`src/rtl/decode_controller.sv`:
```
// Multi-cycle instruction decode controller: sequences fetch, decode, execute,
// memory and write-back phases from a 4-bit opcode and counts retired instructions.
module decode_controller (
    input  logic        clk,
    input  logic        rst,
    input  logic [3:0]  instr_op,
    input  logic        mem_ready,
    input  logic        zero,
    output logic        mem_req,
    output logic        mem_we,
    output logic        addr_src,
    output logic        ir_write,
    output logic        pc_write,
    output logic        pc_src,
    output logic        reg_write,
    output logic [1:0]  result_src,
    output logic        alu_src_b,
    output logic [2:0]  alu_ctrl,
    output logic [1:0]  imm_src,
    output logic        halted,
    output logic [15:0] retired_count
);

    typedef enum logic [3:0] {
        StFetch,
        StDecode,
        StExecR,
        StExecI,
        StMemAddr,
        StMemRd,
        StWbMem,
        StMemWr,
        StWbAlu,
        StBranch,
        StHalt
    } state_e;

    state_e      state_q, state_d;
    logic [3:0]  op_q, op_d;
    logic [15:0] retired_count_q;
    logic        retire;
    logic [1:0]  imm_sel;

    // Sign-extender select depends only on the latched opcode.
    always_comb begin
        imm_sel = 2'b00;
        if (op_q == 4'b0111) begin
            imm_sel = 2'b00;
        end else if (op_q >= 4'b1000 && op_q <= 4'b1101) begin
            imm_sel = 2'b01;
        end else if (op_q == 4'b1110) begin
            imm_sel = 2'b10;
        end
    end

    always_ff @(posedge clk) begin
        if (rst) begin
            state_q         <= StFetch;
            op_q            <= 4'b0000;
            retired_count_q <= 16'h0000;
        end else begin
            state_q <= state_d;
            op_q    <= op_d;
            if (retire) begin
                retired_count_q <= retired_count_q + 16'h0001;
            end
        end
    end

    assign retired_count = retired_count_q;

    always_comb begin
        state_d    = state_q;
        op_d       = op_q;
        retire     = 1'b0;
        mem_req    = 1'b0;
        mem_we     = 1'b0;
        addr_src   = 1'b0;
        ir_write   = 1'b0;
        pc_write   = 1'b0;
        pc_src     = 1'b0;
        reg_write  = 1'b0;
        result_src = 2'b00;
        alu_src_b  = 1'b0;
        alu_ctrl   = 3'b000;
        imm_src    = 2'b00;
        halted     = 1'b0;

        case (state_q)
            StFetch: begin
                mem_req = 1'b1;
                if (mem_ready) begin
                    ir_write = 1'b1;
                    pc_write = 1'b1;
                    op_d     = instr_op;
                    state_d  = StDecode;
                end
            end
            StDecode: begin
                imm_src = imm_sel;
                if (op_q <= 4'b0110) begin
                    state_d = StExecR;
                end else if (op_q <= 4'b1011) begin
                    state_d = StExecI;
                end else if (op_q <= 4'b1101) begin
                    state_d = StMemAddr;
                end else if (op_q == 4'b1110) begin
                    state_d = StBranch;
                end else begin
                    state_d = StHalt;
                end
            end
            StExecR: begin
                imm_src  = imm_sel;
                alu_ctrl = op_q[2:0];
                state_d  = StWbAlu;
            end
            StExecI: begin
                imm_src   = imm_sel;
                alu_src_b = 1'b1;
                alu_ctrl  = op_q[2:0];
                state_d   = StWbAlu;
            end
            StWbAlu: begin
                imm_src   = imm_sel;
                reg_write = 1'b1;
                retire    = 1'b1;
                state_d   = StFetch;
            end
            StMemAddr: begin
                imm_src   = imm_sel;
                alu_src_b = 1'b1;
                state_d   = (op_q == 4'b1100) ? StMemRd : StMemWr;
            end
            StMemRd: begin
                imm_src  = imm_sel;
                mem_req  = 1'b1;
                addr_src = 1'b1;
                if (mem_ready) begin
                    state_d = StWbMem;
                end
            end
            StWbMem: begin
                imm_src    = imm_sel;
                reg_write  = 1'b1;
                result_src = 2'b01;
                retire     = 1'b1;
                state_d    = StFetch;
            end
            StMemWr: begin
                imm_src  = imm_sel;
                mem_req  = 1'b1;
                mem_we   = 1'b1;
                addr_src = 1'b1;
                if (mem_ready) begin
                    retire  = 1'b1;
                    state_d = StFetch;
                end
            end
            StBranch: begin
                imm_src  = imm_sel;
                alu_ctrl = 3'b001;
                pc_src   = 1'b1;
                pc_write = zero;
                retire   = 1'b1;
                state_d  = StFetch;
            end
            StHalt: begin
                halted = 1'b1;
            end
            default: begin
                state_d = StFetch;
            end
        endcase

        // Reset masks every control output so memory never sees a stray request.
        if (rst) begin
            retire     = 1'b0;
            mem_req    = 1'b0;
            mem_we     = 1'b0;
            addr_src   = 1'b0;
            ir_write   = 1'b0;
            pc_write   = 1'b0;
            pc_src     = 1'b0;
            reg_write  = 1'b0;
            result_src = 2'b00;
            alu_src_b  = 1'b0;
            alu_ctrl   = 3'b000;
            imm_src    = 2'b00;
            halted     = 1'b0;
        end
    end

endmodule

```
`config.mk`:
```
export PLATFORM = sky130hd
export DESIGN_NAME = decode_controller
export DESIGN_NICKNAME = d
export VERILOG_FILES = /design/src/rtl/decode_controller.sv
export SDC_FILE = /design/constraint.sdc
export NUM_CORES = 1
export LEC_CHECK = 0
export ABC_AREA = 1
export BUFFER_PORTS_ARGS = -buffer_cell sky130_fd_sc_hd__buf_2
export CAP_MARGIN = 30
export CORE_MARGIN = 3
export CORE_UTILIZATION = 35
export CTS_CLUSTER_SIZE = 28
export DETAILED_ROUTE_END_ITERATION = 10
export SYNTH_ARGS = -nofsm -noshare
export SYNTH_HDL_FRONTEND = slang
export SYNTH_SLANG_ARGS = --single-unit
```
`constraint.sdc`:
```
create_clock -name clk -period 3.5 [get_ports clk]
set_input_delay 0.35 -clock clk [delete_from_list [all_inputs] [get_ports clk]]
set_output_delay 0.35 -clock clk [all_outputs]
set_load 0.03 [all_outputs]
```
==> metrics.txt, run 1 <==
outcome finished, final reports clean; CTS tree done; syn_nets around 260; I/O pin count 40; commonest non-fill, non-tap cell in the layout nand2_1; Critical Path Max Stage Delay around 0.40 ns; total chip power roughly 0.90 mW; Post-Synth XOR/XNOR Area less than 1%; Final Max Slew Viols 0; RSZ-0062 raised after global routing no; Hold Path Class in -> reg; register area share after synthesis 31.0%; Setup crit start kind flip-flop; Simple-Gate Fraction of Synth Area 44.9%; clk_skew 0.00323 ns; DRC viols 0; Compound-Gate Fraction of Synth Area 13.6%; post-CTS sizing 0; First-pass DRT Iterations 5; commonest cells after routing, fill and taps aside nand2_1, nor2_1, buf_2; die height approximately 73 um; Worst Path Buf+Inv 2; Fin Hold WS approximately 0.33 ns; worst-path fanout max 8; setup TNS 0 ns; Internal between 0.5 and 0.6 mW; Req. time, crit path about 3.2 ns; Clk pwr share about 22%; FF+latch count, synth 24; first-pass GRT wire length about 6.5 mm; clk slew on worst S/H paths roughly 0.090 ns; final weighted congestion in routability-driven placement between 0.8 and 0.9; data arrival time of the worst path between 1.5 and 2 ns; Die Width slightly above 70 um; count of mapped cells out of synthesis 254; P_leak between 0.8 and 0.9 nW; sequential share of power between 30 and 40%; nets@finish 300; Finished Layout Cells 340; Util after Layout 44.0%; placed cells 336; total clock sinks 24; share of cells above drive strength 1 between 10% and 20%; Peak VDD IR 0.000263 V; Placement Rows 23; Fmax about 0.48 GHz; largest net degree at the start of global routing 27; Clk Latency, worst-skew pair roughly 0.27 ns; Core ar. between 4000 and 5000 sq um; final WL ~3.8 mm; antenna violations before repair 0; port bufs 38; worst-path cell chain nor2_2 > nand3_1 > nor2_1 > inv_1 > nand2_1 > buf_2; DR WL/cell approximately 11 um; Cell Area, Synth roughly 1500 sq um; post-synth cell types 28; Post-CTS Repair Setup Buffers 0; relative slew slack between 60% and 70%; vias per cell between 5 and 6; Avg Cell Area, Syn a little over 6 sq um; main combinational cell family by area after synthesis simple AND/OR/NAND/NOR gates; Initial Utilization between 30% and 40%; Switching Fraction roughly 43%; critical path's slowest cell dfxtp_1; GR Overflow Total 0; Max clock buf depth 2; DRT antenna net count 0; CTS Hold Bufs 0; Via Count ~1700; sw power about 0.39 mW; fin crit share 59.3%; ant diodes 0; total track usage between 10% and 20%; Synth Area in Adders less than 1%; Crit. End Element output port; pwr/cell area about 500 nW/um^2; Final min period just over 2 ns; HPWL Detailed 2.99 mm; Crit Path Category reg -> out; combinational share of power 39.2%; endpoints failing setup 0; CTS root buf clkbuf_8; cts bufs inserted 3; fill count roughly 470; max cap viols 0; multiplexer share of the synthesized area 0%; vias in the first global route approximately 1400; Die ar. 5260 sq um; H-tree Lvls 1; Worst Max-Slew Pin Slew just over 0.5 ns; Starting DRT DRC Count 120; final hold viol count 0; Syn-to-layout area delta 17.9%; Yosys Warn Count 0; crit-path leading delay family simple AND/OR/NAND/NOR gates
[final timing paths]
check | cells past startpoint | endpoint | startpoint | slack (ns)
hold / removal | 3 | op_q[3]$_SDFFE_PP0N_ | instr_op[3] | 0.33
setup / recovery | 6 | pc_write | state_q[1]$_SDFFE_PP0P_ | 1.43
hold reg to reg | 2 | retired_count[15]$_SDFFE_PP0P_ | retired_count[15]$_SDFFE_PP0P_ | 0.51
setup reg to reg | 8 | retired_count[14]$_SDFFE_PP0P_ | retired_count[0]$_SDFFE_PP0P_ | 1.89
[state kept, by name, summed over array words and instances, names as in the netlist]
register,count
retired_count,16
state_q,4
op_q,4
[synth_stat cells (all sizes together)]
cell type,number,area (sq um)
a21oi,23,115
buf,3,20.0
clkbuf,3,11.3
clkinv,1,3.75
conb,1,3.75
dfxtp,24,480
ha,1,12.5
inv,27,101
nand2,83,322
nand3,12,72.6
nand4,5,46.3
nor2,43,206
nor3,7,35.0
nor3b,1,7.51
nor4,1,6.26
o21ai,15,75.1
o21bai,1,7.51
o22ai,2,12.5
xnor2,1,8.76
[cell type report]
| class | count | area (sq um) | share of cell area (%) |
|---|---|---|---|
| sequential | 24 | 480 | 26.3 |
| tap | 50 | 62.6 | 3.43 |
| clock buffer | 4 | 55.1 | 3.02 |
| timing repair buffer | 38 | 190 | 10.4 |
| inverter | 28 | 105 | 5.76 |
| multi-input combinational | 196 | 931 | 51.0 |
[through the flow]
stage / setup slack, ns / cell area [sq um]
global route: 1.27 / 1820
detailed placement: 1.50 / 1770
floorplan: 1.48 / 1550
CTS: 1.41 / 1820
finish: 1.43 / 1820
global placement: 1.56 / 1770
[power groups by stage]
stage               clock (mW)  sequential (mW)  combinational (mW)
global placement             0            0.360               0.358
global route             0.212            0.362               0.399
CTS                      0.202            0.353               0.356
finish                   0.195            0.353               0.353
floorplan                    0            0.349               0.283
detailed placement           0            0.359               0.355
[layer usage]
| layer | vias up | wire, um | track usage, % | part of all wire [%] |
|---|---|---|---|---|
| met5 | - | 0 | 0 | 0 |
| met4 | 0 | 38 | 4.30 | 0.99 |
| met3 | 4 | 205 | 2.08 | 5.3 |
| met2 | 41 | 1820 | 25.8 | 48 |
| met1 | 767 | 1770 | 19.9 | 46 |
| li1 | 889 | - | - | - |
[worst reg2reg max path, cell delays in order (launching register included)]
cell	delay, ns
dfxtp_1	0.43
ha_1	0.27
nand3_1	0.19
nor2_1	0.25
nand3_1	0.11
nand2_1	0.07
nand2_1	0.05
nand2_1	0.06
a21oi_1	0.05
[kinds of logic after synthesis]
| group | after synthesis |
|---|---|
| AND/OR/NAND/NOR | 152 |
| AO/OA/AOI/OAI | 41 |
| buffers and inverters | 34 |
| flip-flops | 24 |
| XOR/XNOR | 1 |
| adder cells (fa/ha/maj) | 1 |
| other | 1 |
Power figures use the tool's default switching activity.
==> inputs of run 2 (changes only) <==
--- a/config.mk
+++ b/config.mk
@@ -5,7 +5,7 @@
 export SDC_FILE = /design/constraint.sdc
 export NUM_CORES = 1
 export LEC_CHECK = 0
-export ABC_AREA = 1
+export ABC_AREA = 0
 export BUFFER_PORTS_ARGS = -buffer_cell sky130_fd_sc_hd__buf_2
 export CAP_MARGIN = 30
 export CORE_MARGIN = 3
==> constraint.sdc (replaced) <==
create_clock -name clk -period 1.9 [get_ports clk]
set_input_delay 0.19 -clock clk [delete_from_list [all_inputs] [get_ports clk]]
set_output_delay 0.19 -clock clk [all_outputs]
set_load 0.03 [all_outputs]
==> run 2 against run 1 <==
Effect of this change:
- sequential cell count stayed put
- first-iteration DRC count decreased by 13%
- global-route usage increased by 1.1 points
- register-to-register slack got worse by 1.8 ns
- cell count fell by 19%
- non-clock buffer count up 17
- count of clock-buffer cells in the layout is the same
- synthesized cell count down 28%
- combinational power shrank 57%
- die area down 10%
==> metrics.txt, run 2 <==
top cells by area, synth dfxtp_1, a21oi_1, nand2_1 (was dfxtp_1, nand2_1, nor2_1); endpoints failing setup 0 (unchanged); syn_nets 193 (was 263); First-pass DRT Iterations 4 (was 5); pwr/cell area 572 nW/um^2 (was 494 nW/um^2); final WL 3.49 mm (was 3.83 mm); Cell Area, Synth 1380 sq um (was 1550 sq um); data arrival time of the worst path 1.64 ns (was 1.72 ns); cts bufs inserted 3 (unchanged); clk_skew 0.00630 ns (was 0.00323 ns); total clock sinks 24 (unchanged); number of flops mapped to enable cells by yosys 0 (unchanged); Avg Cell Area, Syn 7.48 sq um (was 6.09 sq um); Crit. End Element output port (unchanged); DRT antenna net count 0 (unchanged); first-pass GRT wire length 5.96 mm (was 6.45 mm); Critical Path Max Stage Delay 0.36 ns (was 0.40 ns); Peak VDD IR 0.000409 V (was 0.000263 V); Clk Latency, worst-skew pair 0.27 ns (about the same); final hold viol count 0 (unchanged); crit-path leading delay family simple AND/OR/NAND/NOR gates (unchanged); die height 68.7 um (was 72.5 um); Final Max Slew Viols 0 (unchanged); Clk pwr share 33.4% (was 21.6%); sw power 0.266 mW (was 0.388 mW); count of mapped cells out of synthesis 184 (was 254); Syn-to-layout area delta 30.2% (was 17.9%); Crit Path Category reg -> out (unchanged); Req. time, crit path 1.71 ns (was 3.15 ns); Via Count 1463 (was 1701); Synth Flop Type dfxtp_1 (unchanged); Util after Layout 48.2% (was 44.0%); Initial Utilization 37.0% (was 37.3%); vias in the first global route 1312 (was 1444); clk slew on worst S/H paths 0.08 ns (was 0.09 ns); Synth Area in Adders 0.909% (was 0.808%); top-count cell post-synth dfxtp_1 (was nand2_1); antenna violations before repair 0 (unchanged); GR Overflow Total 0 (unchanged); placed inst area 1690 sq um (was 1770 sq um); FF+latch count, synth 24 (unchanged); vias per cell 5.32 (was 5.00); area leader, netlist dfxtp_1 (unchanged); Hold Path Class in -> reg (unchanged); Worst Path Buf+Inv 3 (was 2); commonest non-fill, non-tap cell in the layout buf_2 (was nand2_1); DR WL/cell 12.7 um (was 11.3 um); FF-to-FF path depth 5 (was 8); post-synth cell types 42 (was 28); HPWL Detailed 2.53 mm (was 2.99 mm); R2R Path Start state_q[1]$_SDFFE_PP0P_ (was retired_count[0]$_SDFFE_PP0P_); H-tree Lvls 1 (unchanged); Yosys top cell area share 34.9% (was 31.0%); worst-path fanout max 8 (unchanged); fin crit share a little over nine tenths; Reg-to-Reg End retired_count[13]$_SDFFE_PP0P_ (was retired_count[14]$_SDFFE_PP0P_); Worst Hold Launch instr_op[2] (was instr_op[3]); RSZ-0062 raised after global routing no (unchanged); Final min period between 1.5 and 2 ns; Switching Fraction 25.9% (was 43.1%); Setup crit start kind flip-flop (unchanged); total track usage 16.3% (was 15.1%); WHS Path Cells 3 (unchanged); CTS Hold Bufs 0 (unchanged); Starting DRT DRC Count 105 (was 120); Post-Synth XOR/XNOR Area 0.636% (was 0.566%); I/O pin count 40 (unchanged); r2r setup slk 0.11 ns (was 1.89 ns); worst-path cell chain buf_4 > buf_4 > or2_2 > nor3_1 > buf_2 (was nor2_2 > nand3_1 > nor2_1 > inv_1 > nand2_1 > buf_2); sequential share of power 51.7% (was 39.2%); final weighted congestion in routability-driven placement 0.798 (was 0.852); asr flop ratio synth 0% (unchanged); cell mode on critical path buf_4; setup TNS 0 ns (unchanged); multiplexer share of the synthesized area 1.55% (was 0%); Compound-Gate Fraction of Synth Area 22.1% (was 13.6%); combinational share of power 14.9% (was 39.2%); P_leak 0.751 nW (was 0.837 nW); max cap viols 0 (unchanged); CTS tree done (unchanged); most common library cells after synthesis dfxtp_1, a21oi_1, nand2_1 (was nand2_1, nor2_1, dfxtp_1); largest net degree at the start of global routing 23 (was 27); DRC viols 0 (unchanged); Simple-Gate Fraction of Synth Area 33.5% (was 44.9%); commonest cells after routing, fill and taps aside buf_2, a21oi_1, dfxtp_1 (was nand2_1, nor2_1, buf_2); nets@finish 237 (was 300); WHS Endpoint op_q[2]$_SDFFE_PP0N_ (was op_q[3]$_SDFFE_PP0N_); Core ar. 3720 sq um (was 4140 sq um); ant diodes 0 (unchanged); share of cells above drive strength 1 31.3% (was 19.7%); fill count 393 (was 467); number of flip-flops in the largest register 16 (unchanged); Die ar. 4720 sq um (was 5260 sq um); Die Width 68.7 um (was 72.5 um); Placement Rows 22 (was 23); Yosys Warn Count 0 (unchanged); Max clock buf depth 2 (unchanged); Non-Filler Cell Area, Final 1790 sq um (was 1820 sq um); port bufs 38 (unchanged); Internal 0.759 mW (was 0.513 mW); CTS root buf clkbuf_8 (unchanged); register area share after synthesis 34.9% (was 31.0%); Fmax ~0.55 GHz; main combinational cell family by area after synthesis simple AND/OR/NAND/NOR gates (unchanged); critical path's slowest cell or2_2 (was dfxtp_1); outcome finished, final reports clean (unchanged)
## run 2: repair_timing
item,in CTS,in global routing
buffers inserted,0,3
gates resized for setup,1,6
setup endpoints to repair,1,7
pin swaps,1,3
## run 2: worst max path at each step
stage	from	end	slack (ns)	depth (start not counted)
floorplan	retired_count[4]$_SDFFE_PP0P_	retired_count[15]$_SDFFE_PP0P_	0.004	5
CTS	state_q[1]$_SDFFE_PP0P_	imm_src[1]	0.01	5
detailed placement	state_q[1]$_SDFFE_PP0P_	retired_count[14]$_SDFFE_PP0P_	0.13	5
global placement	state_q[1]$_SDFFE_PP0P_	retired_count[14]$_SDFFE_PP0P_	0.16	5
global route	state_q[1]$_SDFFE_PP0P_	pc_write	0.003	6
finish	state_q[3]$_SDFFE_PP0P_	result_src[0]	0.07	5
## run 2: kinds of logic after synthesis
kind of cell | Yosys count
multiplexers | 2
AND/OR/NAND/NOR | 86
XOR/XNOR | 1
buffers and inverters | 19
AO/OA/AOI/OAI | 50
flip-flops | 24
adder cells (fa/ha/maj) | 1
other | 1
## run 2: final cells by class
type | instances | area, sq um | area share (%)
clock buffers | 4 | 55.1 | 3.07
multi-input cells | 141 | 843 | 47.1
inverters | 3 | 11.3 | 0.628
repair buffers | 55 | 339 | 18.9
flip-flops and latches | 24 | 483 | 27.0
well taps | 48 | 60.1 | 3.35
## run 2: layer usage
layer	vias to the layer above	track usage, %	wire [um]
li1	759	-	-
met1	668	23.4	1780
met2	31	24.2	1490
met3	5	2.76	167
met4	0	5.84	49
met5	-	0	0
## run 2: worst min-delay path, delay by kind of cell
kind            cells  cell delay [ns]
buf+inv             1             0.10
simple gates        1             0.05
compound gates      1             0.05
## run 2: through the flow
| step | power (mW) | cells | worst slack (ns) | hold slack [ns] |
|---|---|---|---|---|
| floorplan | 0.639 | 184 | 0.00447 | 0.338 |
| global placement | 0.687 | 268 | 0.160 | 0.450 |
| detailed placement | 0.688 | 268 | 0.130 | 0.457 |
| CTS | 1.03 | 272 | 0.0131 | 0.175 |
| global route | 1.08 | 275 | 0.00270 | 0.182 |
| finish | 1.02 | 275 | 0.0690 | 0.175 |
## run 2: power groups by stage
stage          logic [mW]  registers, mW  clock network [mW]
2_1_floorplan       0.101          0.538                   0
3_3_place_gp        0.146          0.541                   0
3_5_place_dp        0.146          0.541                   0
4_1_cts             0.147          0.529               0.355
5_1_grt             0.171          0.532               0.372
6_report            0.153          0.530               0.342
==> inputs of run 3 (changes only) <==
--- a/config.mk
+++ b/config.mk
@@ -7,11 +7,13 @@
 export LEC_CHECK = 0
 export ABC_AREA = 0
 export BUFFER_PORTS_ARGS = -buffer_cell sky130_fd_sc_hd__buf_2
-export CAP_MARGIN = 30
+export CAP_MARGIN = 20
 export CORE_MARGIN = 3
 export CORE_UTILIZATION = 35
+export CTS_CLUSTER_DIAMETER = 80
 export CTS_CLUSTER_SIZE = 28
 export DETAILED_ROUTE_END_ITERATION = 10
+export RECOVER_POWER = 100
 export SYNTH_ARGS = -nofsm -noshare
 export SYNTH_HDL_FRONTEND = slang
 export SYNTH_SLANG_ARGS = --single-unit
==> run 3 against run 2 <==
Effect of this change:
- worst setup slack worse by 0.0012 ns
- non-clock buffer count unchanged
- clock skew up 0.0020 ns
- fmax about the same
- sequential power about the same
- sequential share of layout area up 0.48 points
- critical path type unchanged
- cell count unchanged
- routed wire length down 0.57%
- sequential cell count unchanged
- critical path depth unchanged
- critical endpoint unchanged
- power down 0.13%
==> metrics.txt, run 3 (synthesis gave the netlist of run 2 again) <==
outcome finished, final reports clean (unchanged); Via Count 1474 (was 1463); fin crit share 96.4% (about the same); clk_skew 0.00825 ns (was 0.00630 ns); Hold Path Class in -> reg (unchanged); Die ar. 4720 sq um (unchanged); largest net degree at the start of global routing 23 (unchanged); Non-Filler Cell Area, Final 1760 sq um (was 1790 sq um); Req. time, crit path 1.71 ns (about the same); fill count 405 (was 393); vias in the first global route 1312 (unchanged); final WL 3.47 mm (was 3.49 mm); Die Width 68.7 um (unchanged); CTS tree done (unchanged); placed inst area 1690 sq um (unchanged); Util after Layout 47.4% (was 48.2%); FF-to-FF path depth 5 (unchanged); Setup crit start kind flip-flop (unchanged); vias per cell 5.36 (was 5.32); number of flip-flops in the largest register 16 (unchanged); critical path's slowest cell or2_2 (unchanged); Core ar. 3720 sq um (unchanged); final hold viol count 0 (unchanged); Clk Latency, worst-skew pair 0.27 ns (about the same); cell mode on critical path buf_4 (unchanged); commonest non-fill, non-tap cell in the layout clkbuf_1 (was buf_2); Final min period 1.83 ns (about the same); final weighted congestion in routability-driven placement 0.798 (unchanged); CTS Hold Bufs 0 (unchanged); Crit. End Element output port (unchanged); Worst Setup SP state_q[3]$_SDFFE_PP0P_ (unchanged); Placement Rows 22 (unchanged); endpoints failing setup 0 (unchanged); Critical Path Max Stage Delay 0.36 ns (about the same); Worst Hold Launch instr_op[2] (unchanged); First-pass DRT Iterations 4 (unchanged); port bufs 38 (unchanged); data arrival time of the worst path 1.64 ns (about the same); die height 68.7 um (unchanged); RSZ-0062 raised after global routing no (unchanged); Crit Path Category reg -> out (unchanged); clk slew on worst S/H paths 0.08 ns (about the same); register area 483 sq um (unchanged); HPWL Detailed 2.53 mm (unchanged); DR WL/cell 12.6 um (was 12.7 um); DRC viols 0 (unchanged); WHS Path Cells 3 (unchanged); GR Overflow Total 0 (unchanged); DRT antenna net count 0 (unchanged); H-tree Lvls 1 (unchanged); I/O pin count 40 (unchanged); Syn-to-layout area delta 27.9% (was 30.2%); multi-input logic area 843 sq um (unchanged); ant diodes 0 (unchanged); Initial Utilization 37.0% (unchanged); pwr/cell area 581 nW/um^2 (was 572 nW/um^2); share of cells above drive strength 1 21.1% (was 31.3%); R2R Path Start state_q[1]$_SDFFE_PP0P_ (unchanged); Peak VDD IR 0.000406 V (was 0.000409 V); CTS root buf clkbuf_8 (unchanged); antenna violations before repair 0 (unchanged); total clock sinks 24 (unchanged); Final Max Slew Viols 0 (unchanged); worst-path fanout max 8 (unchanged); cts bufs inserted 3 (unchanged); max cap viols 0 (unchanged); worst-path cell chain buf_4 > buf_4 > or2_2 > nor3_1 > buf_2 (unchanged); Fmax 0.546 GHz (about the same); commonest cells after routing, fill and taps aside clkbuf_1, a21oi_1, dfxtp_1 (was buf_2, a21oi_1, dfxtp_1); Starting DRT DRC Count 109 (was 105); P_leak 0.649 nW (was 0.751 nW); Max clock buf depth 2 (unchanged); nets@finish 237 (unchanged); setup TNS 0 ns (unchanged); total track usage 16.3% (unchanged); first-pass GRT wire length 5.96 mm (unchanged)
[run 3: stage by stage]
stage	setup slack (ns)	hold slack, ns	std cells	total power, mW
2_1_floorplan	0.00447	0.338	184	0.639
3_3_place_gp	0.160	0.450	268	0.687
3_5_place_dp	0.130	0.457	268	0.688
4_1_cts	0.0131	0.175	272	1.03
5_1_grt	0.00266	0.182	275	1.07
6_report	0.0678	0.176	275	1.02
[run 3: final cells by class]
cell class / instances / area share [%]
Multi-Input combinational cell: 141 / 47.9
Sequential cell: 24 / 27.4
Clock buffer: 4 / 3.13
Inverter: 3 / 0.640
Timing Repair Buffer: 55 / 17.5
Tap cell: 48 / 3.41
[run 3: power by group]
| part | switching, mW | internal (mW) | leakage [nW] | total (mW) |
|---|---|---|---|---|
| Sequential | 0.0158 | 0.514 | 0.195 | 0.530 |
| Combinational | 0.0926 | 0.0587 | 0.425 | 0.151 |
| Clock | 0.157 | 0.185 | 0.0288 | 0.342 |
| Total | 0.266 | 0.758 | 0.649 | 1.02 |
[run 3: worst max-delay path, delay by kind of cell (launching register included)]
kind	cells	cell delay (ns)
flops	1	0.31
simple gates	2	0.54
buf+inv	3	0.53
[run 3: timing repair]
item	in CTS	in global routing
resized for setup	1	6
buffers inserted	0	3
setup endpoints to repair	1	7
pin swaps	1	3
[run 3: metal layers]
metal | vias up | wire length, um | global-route usage (%)
met5 | - | 0 | 0
met4 | 0 | 49 | 5.84
met3 | 5 | 177 | 2.76
met2 | 34 | 1480 | 24.2
met1 | 675 | 1770 | 23.4
li1 | 760 | - | -
[run 3: path summary, 6_finish.rpt]
kind                                     to  slack, ns
min                    op_q[2]$_SDFFE_PP0N_       0.18
min reg2reg  retired_count[12]$_SDFFE_PP0P_       0.51
max reg2reg  retired_count[14]$_SDFFE_PP0P_       0.12
max                           result_src[0]       0.07
